--- config.mk ---
export PLATFORM = sky130hd
export DESIGN_NAME = brick_render_flat
export DESIGN_NICKNAME = d
export VERILOG_FILES = /design/src/rtl/brick_render_pkg.sv /design/src/rtl/brick_render_if.sv /design/src/rtl/brick_health_ram.sv /design/src/rtl/brick_render.sv /design/src/flat_wrapper.sv
export SDC_FILE = /design/constraint.sdc
export NUM_CORES = 1
export LEC_CHECK = 0
export ABC_AREA = 1
export CAP_MARGIN = 20
export CORE_ASPECT_RATIO = 0.6
export CORE_MARGIN = 8
export CORE_UTILIZATION = 45
export CTS_CLUSTER_SIZE = 24
export DETAILED_ROUTE_END_ITERATION = 8
export MAX_ROUTING_LAYER = met4
export PLACE_DENSITY = 0.61
export SLEW_MARGIN = 20
export SYNTH_ARGS = -nofsm -noshare
export SYNTH_HDL_FRONTEND = slang
export SYNTH_SLANG_ARGS = --single-unit
--- constraint.sdc ---
create_clock -name clk -period 3.3 [get_ports clk]
set_input_delay 0.66 -clock clk [delete_from_list [all_inputs] [get_ports clk]]
set_output_delay 0.66 -clock clk [all_outputs]
set_load 0.02 [all_outputs]
--- src/rtl/brick_render_pkg.sv ---
`default_nettype none
// +--------------------------------------------------------------------------+
// | brick_render_pkg : grid, brick-size and health/colour constants shared   |
// |                    by the level loader and the brick rasteriser.         |
// | Revision: 1.0                                                            |
// +--------------------------------------------------------------------------+
package brick_render_pkg;

    localparam int c_grid_w     = 16;
    localparam int c_grid_h     = 4;
    localparam int c_num_bricks = c_grid_w * c_grid_h;
    localparam int c_brick_w    = 8;
    localparam int c_brick_h    = 2;
    localparam int c_coord_w    = 10;

    typedef enum logic [1:0] {
        HEALTH_NONE = 2'd0,
        HEALTH_LOW  = 2'd1,
        HEALTH_MID  = 2'd2,
        HEALTH_FULL = 2'd3
    } health_t;

    localparam logic [2:0] c_colour_none = 3'b000;
    localparam logic [2:0] c_colour_low  = 3'b100;
    localparam logic [2:0] c_colour_mid  = 3'b110;
    localparam logic [2:0] c_colour_full = 3'b010;

    function automatic logic [2:0] health_colour(input logic [1:0] h);
        case (health_t'(h))
            HEALTH_LOW:  return c_colour_low;
            HEALTH_MID:  return c_colour_mid;
            HEALTH_FULL: return c_colour_full;
            default:     return c_colour_none;
        endcase
    endfunction

endpackage
`default_nettype wire

--- src/rtl/brick_render_if.sv ---
`default_nettype none
// +--------------------------------------------------------------------------+
// | brick_render_if : per-brick draw stream from the level loader.           |
// | Revision: 1.0                                                            |
// +--------------------------------------------------------------------------+
interface brick_render_if;
    import brick_render_pkg::*;

    logic                 start;
    logic [c_coord_w-1:0] x_in;
    logic [c_coord_w-1:0] y_in;
    logic [c_coord_w-1:0] address;
    logic [1:0]           health;

    modport master (output start, x_in, y_in, address, health);
    modport slave  (input  start, x_in, y_in, address, health);
endinterface
`default_nettype wire

--- src/rtl/brick_health_ram.sv ---
`default_nettype none
// +--------------------------------------------------------------------------+
// | brick_health_ram : 2-bit health register file, synchronous write and    |
// |                    clear, asynchronous read (old data on same-cycle RW). |
// | Revision: 1.0                                                            |
// +--------------------------------------------------------------------------+
module brick_health_ram #(
    parameter int DEPTH = 64,
    parameter int AW    = 6
) (
    input  wire logic          clk,
    input  wire logic          resetn,
    input  wire logic          we,
    input  wire logic [AW-1:0] waddr,
    input  wire logic [1:0]    wdata,
    input  wire logic [AW-1:0] raddr,
    output logic      [1:0]    rdata
);

    logic [1:0] r_mem [DEPTH];

    always_ff @(posedge clk) begin
        if (!resetn) begin
            for (int i = 0; i < DEPTH; i++) begin
                r_mem[i] <= 2'd0;
            end
        end else if (we) begin
            r_mem[waddr] <= wdata;
        end
    end

    assign rdata = r_mem[raddr];

endmodule
`default_nettype wire

--- src/rtl/brick_render.sv ---
`default_nettype none
// +--------------------------------------------------------------------------+
// | brick_render : rasterises one brick per draw strobe onto the VGA plot    |
// |                bus and records its health in the brick health table.    |
// | Revision: 1.0                                                            |
// +--------------------------------------------------------------------------+
module brick_render
    import brick_render_pkg::*;
#(
    parameter int BRICK_W    = c_brick_w,
    parameter int BRICK_H    = c_brick_h,
    parameter int Y_OFFSET   = 0,
    parameter int NUM_BRICKS = c_num_bricks
) (
    input  wire logic       clk,
    input  wire logic       resetn,
    brick_render_if.slave   ldr,
    input  wire logic [5:0] rd_addr,
    output logic      [1:0] rd_health,
    output logic      [9:0] vga_x,
    output logic      [9:0] vga_y,
    output logic      [2:0] colour,
    output logic            plot,
    output logic            busy,
    output logic            done,
    output logic            overrun
);

    localparam int SH_X  = $clog2(BRICK_W);
    localparam int SH_Y  = $clog2(BRICK_H);
    localparam int COL_W = (BRICK_W > 1) ? SH_X : 1;
    localparam int ROW_W = (BRICK_H > 1) ? SH_Y : 1;

    localparam logic [1:0] c_st_idle = 2'd0;
    localparam logic [1:0] c_st_draw = 2'd1;
    localparam logic [1:0] c_st_fin  = 2'd2;

    logic [1:0]       r_state;
    logic [9:0]       r_base_x;
    logic [9:0]       r_base_y;
    logic [COL_W-1:0] r_col;
    logic [ROW_W-1:0] r_row;
    logic [9:0]       r_vga_x;
    logic [9:0]       r_vga_y;
    logic [2:0]       r_colour;
    logic             r_overrun;

    logic             w_accept;
    logic             w_we;
    logic             w_col_wrap;
    logic             w_last;
    logic [COL_W-1:0] w_next_col;
    logic [ROW_W-1:0] w_next_row;
    logic [9:0]       w_base_x;
    logic [9:0]       w_base_y;

    // Brick sizes are powers of two, so grid->pixel scaling is a plain shift.
    assign w_base_x = 10'(ldr.x_in << SH_X);
    assign w_base_y = 10'(Y_OFFSET + int'(ldr.y_in << SH_Y));

    assign w_accept   = ldr.start && ((r_state == c_st_idle) || (r_state == c_st_fin));
    assign w_we       = w_accept && (ldr.address < 10'(NUM_BRICKS));
    assign w_col_wrap = (r_col == COL_W'(BRICK_W - 1));
    assign w_last     = w_col_wrap && (r_row == ROW_W'(BRICK_H - 1));
    assign w_next_col = w_col_wrap ? '0 : r_col + 1'b1;
    assign w_next_row = w_col_wrap ? r_row + 1'b1 : r_row;

    always_ff @(posedge clk) begin
        if (!resetn) begin
            r_state   <= c_st_idle;
            r_base_x  <= '0;
            r_base_y  <= '0;
            r_col     <= '0;
            r_row     <= '0;
            r_vga_x   <= '0;
            r_vga_y   <= '0;
            r_colour  <= '0;
            r_overrun <= 1'b0;
        end else begin
            if (ldr.start && (r_state == c_st_draw)) begin
                r_overrun <= 1'b1;
            end
            case (r_state)
                c_st_idle, c_st_fin: begin
                    if (w_accept) begin
                        r_state  <= c_st_draw;
                        r_base_x <= w_base_x;
                        r_base_y <= w_base_y;
                        r_col    <= '0;
                        r_row    <= '0;
                        // First pixel is presented in the cycle right after the strobe.
                        r_vga_x  <= w_base_x;
                        r_vga_y  <= w_base_y;
                        r_colour <= health_colour(ldr.health);
                    end else begin
                        r_state <= c_st_idle;
                    end
                end
                c_st_draw: begin
                    if (w_last) begin
                        r_state <= c_st_fin;
                    end else begin
                        r_col   <= w_next_col;
                        r_row   <= w_next_row;
                        r_vga_x <= r_base_x + 10'(w_next_col);
                        r_vga_y <= r_base_y + 10'(w_next_row);
                    end
                end
                default: r_state <= c_st_idle;
            endcase
        end
    end

    assign vga_x   = r_vga_x;
    assign vga_y   = r_vga_y;
    assign colour  = r_colour;
    assign plot    = (r_state == c_st_draw);
    assign busy    = (r_state == c_st_draw);
    assign done    = (r_state == c_st_fin);
    assign overrun = r_overrun;

    brick_health_ram #(
        .DEPTH (64),
        .AW    (6)
    ) u_health_ram (
        .clk    (clk),
        .resetn (resetn),
        .we     (w_we),
        .waddr  (ldr.address[5:0]),
        .wdata  (ldr.health),
        .raddr  (rd_addr),
        .rdata  (rd_health)
    );

endmodule
`default_nettype wire

--- src/flat_wrapper.sv ---
// flat-port wrapper written by rule: the top's interface ports become plain ports
module brick_render_flat import brick_render_pkg::*;
#(
    parameter int BRICK_W    = c_brick_w,
    parameter int BRICK_H    = c_brick_h,
    parameter int Y_OFFSET   = 0,
    parameter int NUM_BRICKS = c_num_bricks
)
  (clk, resetn, rd_addr, rd_health, vga_x, vga_y, colour, plot, busy, done, overrun, ldr_start, ldr_x_in, ldr_y_in, ldr_address, ldr_health);
  brick_render_if ldr_i ();
  input  wire logic clk;
  input  wire logic resetn;
  input  wire logic [5:0] rd_addr;
  output logic      [1:0] rd_health;
  output logic      [9:0] vga_x;
  output logic      [9:0] vga_y;
  output logic      [2:0] colour;
  output logic plot;
  output logic busy;
  output logic done;
  output logic overrun;
  input wire logic [$bits(ldr_i.start)-1:0] ldr_start;
  input wire logic [$bits(ldr_i.x_in)-1:0] ldr_x_in;
  input wire logic [$bits(ldr_i.y_in)-1:0] ldr_y_in;
  input wire logic [$bits(ldr_i.address)-1:0] ldr_address;
  input wire logic [$bits(ldr_i.health)-1:0] ldr_health;
  assign ldr_i.start = ldr_start;
  assign ldr_i.x_in = ldr_x_in;
  assign ldr_i.y_in = ldr_y_in;
  assign ldr_i.address = ldr_address;
  assign ldr_i.health = ldr_health;
  brick_render #(.BRICK_W(BRICK_W), .BRICK_H(BRICK_H), .Y_OFFSET(Y_OFFSET), .NUM_BRICKS(NUM_BRICKS)) u_core (.clk(clk), .resetn(resetn), .ldr(ldr_i), .rd_addr(rd_addr), .rd_health(rd_health), .vga_x(vga_x), .vga_y(vga_y), .colour(colour), .plot(plot), .busy(busy), .done(done), .overrun(overrun));
endmodule
==> results of run 1 <==
## layout make-up
type,instances,share of cell area
flip-flops and latches,169,0.484
multi-input cells,695,0.317
repair buffers,96,0.0995
clock buffers,21,0.0492
well taps,240,0.0312
clock inverters,11,0.0105
inverters,22,0.00857
## metal layers
layer  routed length [um]  part of all wire  track usage
met3                 1270             0.063       0.0301
met2                 8990              0.45        0.281
met5                    0                 0            -
met4                  117            0.0058       0.0360
met1                 9810              0.49        0.264
## layout by cell type (no fill, tap or decap), drive strengths merged
cell / Yosys / routed
nand2: 331 / 331
nor2: 175 / 175
edfxtp: 128 / 128
nand3: 113 / 113
clkdlybuf4s50: 0 / 60
dfxtp: 41 / 41
o21ai: 35 / 35
buf: 23 / 34
inv: 21 / 29
clkbuf: 37 / 21
a31oi: 16 / 16
nor3: 10 / 10
ha: 5 / 5
a21oi: 5 / 5
clkinv: 1 / 4
nand4: 2 / 2
dlygate4sd2: 0 / 2
or2: 2 / 2
conb: 1 / 1
## cell families (layout without fill, tap and decap cells)
| kind of cell | after synthesis | after routing | synth area share |
|---|---|---|---|
| and+or+nand+nor | 633 | 633 | 0.333 |
| buffers and inverters | 82 | 150 | 0.0425 |
| other | 1 | 1 | 0.000465 |
| AOI/OAI and AO/OA | 56 | 56 | 0.0377 |
| adders and majority gates | 5 | 5 | 0.00776 |
| DFF | 169 | 169 | 0.579 |
## power breakdown
part           total (mW)  switching, mW  leakage, nW  internal (mW)
Clock                1.97          0.904        0.290           1.07
Combinational       0.582          0.367         1.98          0.215
Sequential           2.42         0.0364         1.63           2.38
## sequential cells by signal, indices dropped and copies added, names as in the netlist, 2 cells and up
register and count:
u_core.u_health_ram.r_mem 128, u_core.r_base_y 9, u_core.vga_y 9, u_core.vga_x 8
u_core.r_base_x 7, u_core.colour 2, u_core.r_col 2, u_core.r_state 2
## synth_stat cells (all sizes together)
cell,instances
inv,21
or2,2
ha,5
dfxtp,41
nand2,331
nor3,10
conb,1
clkinv,1
edfxtp,128
o21ai,35
clkbuf,37
a21oi,5
nand3,113
a31oi,16
nor2,175
buf,23
nand4,2
## through the flow
step | instance area [um2] | hold WS (ns)
2_1_floorplan | 8060 | 0.455
3_3_place_gp | 9060 | 0.447
3_5_place_dp | 9060 | 0.451
4_1_cts | 9630 | 0.461
5_1_grt | 9630 | 0.470
6_report | 9630 | 0.456
## tightest hold or removal path: stages, from the launching register on
cell	delay [ns]
sky130_fd_sc_hd__dfxtp_1	0.31
sky130_fd_sc_hd__inv_1	0.05
sky130_fd_sc_hd__a21oi_1	0.05
## path summary, 6_finish.rpt
path / from / endpoint / slack, ns / cells past startpoint
worst max register to register: u_core.r_col[0] / u_core.vga_x[8] / 1.33 / 8
worst min-delay path: u_core.overrun / u_core.overrun / 0.46 / 2
worst min register to register: u_core.overrun / u_core.overrun / 0.46 / 2
worst max-delay path: rd_addr[1] / rd_health[1] / 0.26 / 11
==> metrics, run 1 <==
share of layout cells above drive strength 1=0.0937; Setup Total Neg Slack=0 ns; Filler cells=1654; H-tree depth=4; post-detailed-placement half-perimeter wirelength=13000 um; Critical Path End Type=primary output; slew at the pin with the worst max-slew slack=0.656 ns; initial core utilization=0.452; number of buffers inserted by hold repair at cts=0; width of the chip=189 um; final count of pins violating max slew=0; GR Overflow Total=0; area used by multi-input combinational logic=0.00305 mm2; number of buffers created by CTS=17; number of nets produced by synthesis=992; PnR Total Power=4.97 mW; Worst Clk Skew=0.0103 ns; Tot GR Track Use=0.186; Clk Latency, worst-skew pair=0.43 ns; Largest delay share family, worst path=buffers and inverters; CTS root buffer=sky130_fd_sc_hd__clkbuf_16; floorplan die area=0.0226 mm2; achievable frequency=0.329 GHz; Syn Area/Cell=8.52 um2; tightest slew margin relative to the limit=0.563; post-detailed-routing wire length=20200 um; count of buffering cells on the critical path with inverters included=4; setup violators final=0; Final nets=1047; instance count after placement with tap cells included=1222; count of routing violations after the opening detailed-route iteration=559; # DRC=0; number of routed nets with antenna violations=0; CP arrival=2.38 ns; Final Hold Vio Count=0; mean number of vias per cell=5.12; num rows=38; final setup margin=0.263 ns; maximum number of pins on one net before global-route repair=65; post-cts resize count=2; GP Congestion=0.787; part of the Yosys area used for sequential elements=0.579; synth warn=0; diode count=0; crit path cell chain=clkdlybuf4s50_1 > buf_4 > buf_4 > nand3_1 > nand3_1 > nand2_1 > nand2_1 > nand3_1 > nand3_1 > nand2_1 > dlygate4sd2_1; antenna violations before repair=0; max_cap viols=0; required time worst endpoint=2.64 ns; CTS sink count=169; clock tree from TritonCTS=built; CP Class=in -> out; RSZ-0062 raised after global routing=no; wire length of the first global-routing pass=32500 um; cells taking the most area after synthesis=sky130_fd_sc_hd__edfxtp_1 48%, sky130_fd_sc_hd__nand2_1 15%, sky130_fd_sc_hd__dfxtp_1 10%; post-synthesis sequential element count=169; Synth top area share=0.477; Peak VDD IR=0.282 mV; area used by sequential logic in the layout=0.00466 mm2; final core utilization=0.540; IO Pins=70; final cell count without fillers=1254; power density normalized to cell area=516 mW/mm2; Layout Area Growth over Synthesis=19.5%; number of instances in the synthesized netlist=946; drt wl/cell=16.1 um; highest-delay cell along the critical path=sky130_fd_sc_hd__clkdlybuf4s50_1; number of global-route vias before repair=5948; worst slack at placement=0.0185 ns; number of buffers on the longest clock path=2; drt first pass iters=6; Tightest Hold Check Type=reg -> reg; cell accounting for the most synthesized area=sky130_fd_sc_hd__edfxtp_1; Reg clk slew, reported paths=0.07 ns; cell type with the highest occurrence count on the critical path=sky130_fd_sc_hd__nand3_1; Placeable Area=0.0178 mm2; Die Height=120 um; port buffer count=64; Post-CTS Setup Repair Bufs=0; startpoint type of the worst setup path=input pin; maximum fanout encountered on the critical timing path=8; detailed-route via count=6419; outcome=finished, final reports clean; post-synthesis cell type count=26; share of the clock period used by the worst path after layout=0.920; time the final worst path needs with I/O delays and setup=3.04 ns; highest cell delay on the worst timing path=0.48 ns; cell leakage power=3.91 nW; area of the mapped netlist=0.00806 mm2
(Power assumes the default switching activity.)
==> run 2, diff against run 1 <==
--- a/config.mk
+++ b/config.mk
@@ -7,13 +7,15 @@
 export LEC_CHECK = 0
 export ABC_AREA = 1
 export CAP_MARGIN = 20
+export CELL_PAD_IN_SITES_DETAIL_PLACEMENT = 0
+export CELL_PAD_IN_SITES_GLOBAL_PLACEMENT = 1
 export CORE_ASPECT_RATIO = 0.6
 export CORE_MARGIN = 8
 export CORE_UTILIZATION = 45
 export CTS_CLUSTER_SIZE = 24
 export DETAILED_ROUTE_END_ITERATION = 8
 export MAX_ROUTING_LAYER = met4
-export PLACE_DENSITY = 0.61
+export PLACE_DENSITY = 0.77
 export SLEW_MARGIN = 20
 export SYNTH_ARGS = -nofsm -noshare
 export SYNTH_HDL_FRONTEND = slang
==> metrics, run 2 (synthesis results as in run 1) <==
# DRC=0 (unchanged); Final nets=1038 (-0.86%); Tightest Hold Check Type=reg -> reg; internal power component=3.67 mW (+0.26%); number of global-route vias before repair=6070 (+2.1%); Final Hold Vio Count=0 (unchanged); WL met2=8970 um (-0.13%); highest cell delay on the worst timing path=0.53 ns (+0.05 ns); RSZ-0062 raised after global routing=no; most common library cell in the layout ignoring fill and taps=sky130_fd_sc_hd__nand2_1; number of flip-flops under the largest register name=128 (unchanged); combinational power share=0.118 (about the same); Layout Area Growth over Synthesis=19.1%; CTS root buffer=sky130_fd_sc_hd__clkbuf_16; NetSw=1.26 mW (-3.8%); Placeable Area=0.0178 mm2 (unchanged); mean number of vias per cell=5.11 (-0.17%); number of buffers inserted by hold repair at cts=0 (unchanged); power density normalized to cell area=513 mW/mm2 (-0.42%); CP Class=in -> out; flop2flop setup slack=1.30 ns (-0.03 ns); startpoint type of the worst setup path=input pin; Metal-1 WL=9630 um (-1.8%); final count of pins violating max slew=0 (unchanged); tightest slew margin relative to the limit=0.575 (+0.0118); cell type with the highest occurrence count on the critical path=sky130_fd_sc_hd__nand3_1; H-tree depth=4 (unchanged); worst slack at placement=-0.0939 ns (-0.112 ns); highest-delay cell along the critical path=sky130_fd_sc_hd__clkdlybuf4s50_1; GP Congestion=0.736 (-6.6%); initial core utilization=0.452 (unchanged); achievable frequency=0.320 GHz (-2.8%); CTS sink count=169 (unchanged); share of the clock period used by the worst path after layout=0.947 (+0.0263); Peak VDD IR=0.264 mV (-6.2%); antenna violations before repair=0 (unchanged); drt first pass iters=5 (-1); time the final worst path needs with I/O delays and setup=3.12 ns (+0.0867 ns); slew at the pin with the worst max-slew slack=0.638 ns (-0.0176 ns); clock tree from TritonCTS=built; drt wl/cell=16.0 um (-0.43%); maximum fanout encountered on the critical timing path=32 (+24); CP arrival=2.46 ns (+0.08 ns); number of buffers on the longest clock path=2 (unchanged); clock power share=0.392 (-0.004); count of routing violations after the opening detailed-route iteration=591 (+5.7%); sequential fraction of design power=0.491 (+0.005); hold slack=0.457 ns (+0.000247 ns); post-detailed-routing wire length=20000 um (-1.1%); Reg clk slew, reported paths=0.07 ns (about the same); leading cell types in the layout, fill and taps excluded=328 x sky130_fd_sc_hd__nand2_1, 165 x sky130_fd_sc_hd__nor2_1, 128 x sky130_fd_sc_hd__edfxtp_1, 113 x sky130_fd_sc_hd__nand3_1, 60 x sky130_fd_sc_hd__clkdlybuf4s50_1; post-detailed-placement half-perimeter wirelength=12700 um (-2.3%); maximum number of pins on one net before global-route repair=60 (-7.7%); switching part of the total=0.255 (-0.00799); diode count=0 (unchanged); uppermost signal routing layer after detailed routing=met4; cell leakage power=3.87 nW (-0.89%); detailed-route via count=6362 (-0.89%); number of routed nets with antenna violations=0 (unchanged); Clk Latency, worst-skew pair=0.42 ns (about the same); max_cap viols=0 (unchanged); IO Pins=70 (unchanged); floorplan die area=0.0226 mm2 (unchanged); final setup margin=0.176 ns (-0.0867 ns); setup violators final=0 (unchanged); num rows=38 (unchanged); required time worst endpoint=2.64 ns (about the same); Worst Clk Skew=0.0107 ns (+0.000386 ns); GR Overflow Total=0 (unchanged); number of buffers created by CTS=17 (unchanged); Setup Total Neg Slack=0 ns (unchanged); wire length of the first global-routing pass=32400 um (-0.53%); width of the chip=189 um (unchanged); Tot GR Track Use=0.187 (+0.00103); Post-CTS Setup Repair Bufs=0 (unchanged); Critical Path End Type=primary output; Met3 Wirelength=1140 um (-11%); Reg with most FFs=u_core.u_health_ram.r_mem; Filler cells=1674 (+1.2%); crit path cell chain=clkdlybuf4s50_1 > inv_1 > buf_12 > nand3_1 > nand3_1 > nand2_1 > nand2_1 > nand3_1 > nand3_1 > nand2_1 > dlygate4sd2_1; port buffer count=64 (unchanged); share of layout cells above drive strength 1=0.0836 (-0.0101); Die Height=120 um (unchanged); post-cts resize count=2 (unchanged); outcome=finished, final reports clean
## run 2: final timing paths
check | endpoint | cells past startpoint | start
setup / recovery | rd_health[0] | 11 | rd_addr[1]
hold / removal | u_core.overrun | 2 | u_core.overrun
setup reg to reg | u_core.vga_x[4] | 8 | u_core.r_col[0]
hold reg to reg | u_core.overrun | 2 | u_core.overrun
## run 2: area by class of cell
type / instances / area (um2) / area share
flip-flops and latches: 169 / 4660 / 0.486
multi-input cells: 695 / 3050 / 0.318
repair buffers: 87 / 928 / 0.0967
clock buffers: 22 / 490 / 0.0511
well taps: 240 / 300 / 0.0313
inverters: 22 / 82.6 / 0.00860
clock inverters: 10 / 77.6 / 0.00808
## run 2: worst max-delay path, delay by kind of cell
family                 cells  cell delay [ns]
buffers and inverters      4             1.15
and+or+nand+nor            7             0.64
## run 2: metrics by stage
| stage | utilization | std cells | area (um2) | power, mW |
|---|---|---|---|---|
| 2_1_floorplan | - | 946 | 8060 | 2.80 |
| 3_3_place_gp | 0.507 | 1213 | 9030 | 3.05 |
| 3_5_place_dp | 0.507 | 1213 | 9030 | 3.05 |
| 4_1_cts | 0.538 | 1245 | 9600 | 4.96 |
| 5_1_grt | 0.538 | 1245 | 9600 | 5.12 |
| 6_report | 0.538 | 1245 | 9600 | 4.93 |
## run 2: per-layer routing
metal	global-route usage	vias to the layer above
li1	-	3222
met1	0.259	2953
met2	0.282	174
met3	0.0307	13
met4	0.0540	0
met5	-	-
## run 2: power groups by stage
stage	sequential [mW]	combinational, mW	clock [mW]
floorplan	2.49	0.308	0
global placement	2.46	0.583	0
detailed placement	2.46	0.586	0
CTS	2.42	0.585	1.96
global route	2.43	0.642	2.05
finish	2.42	0.579	1.93
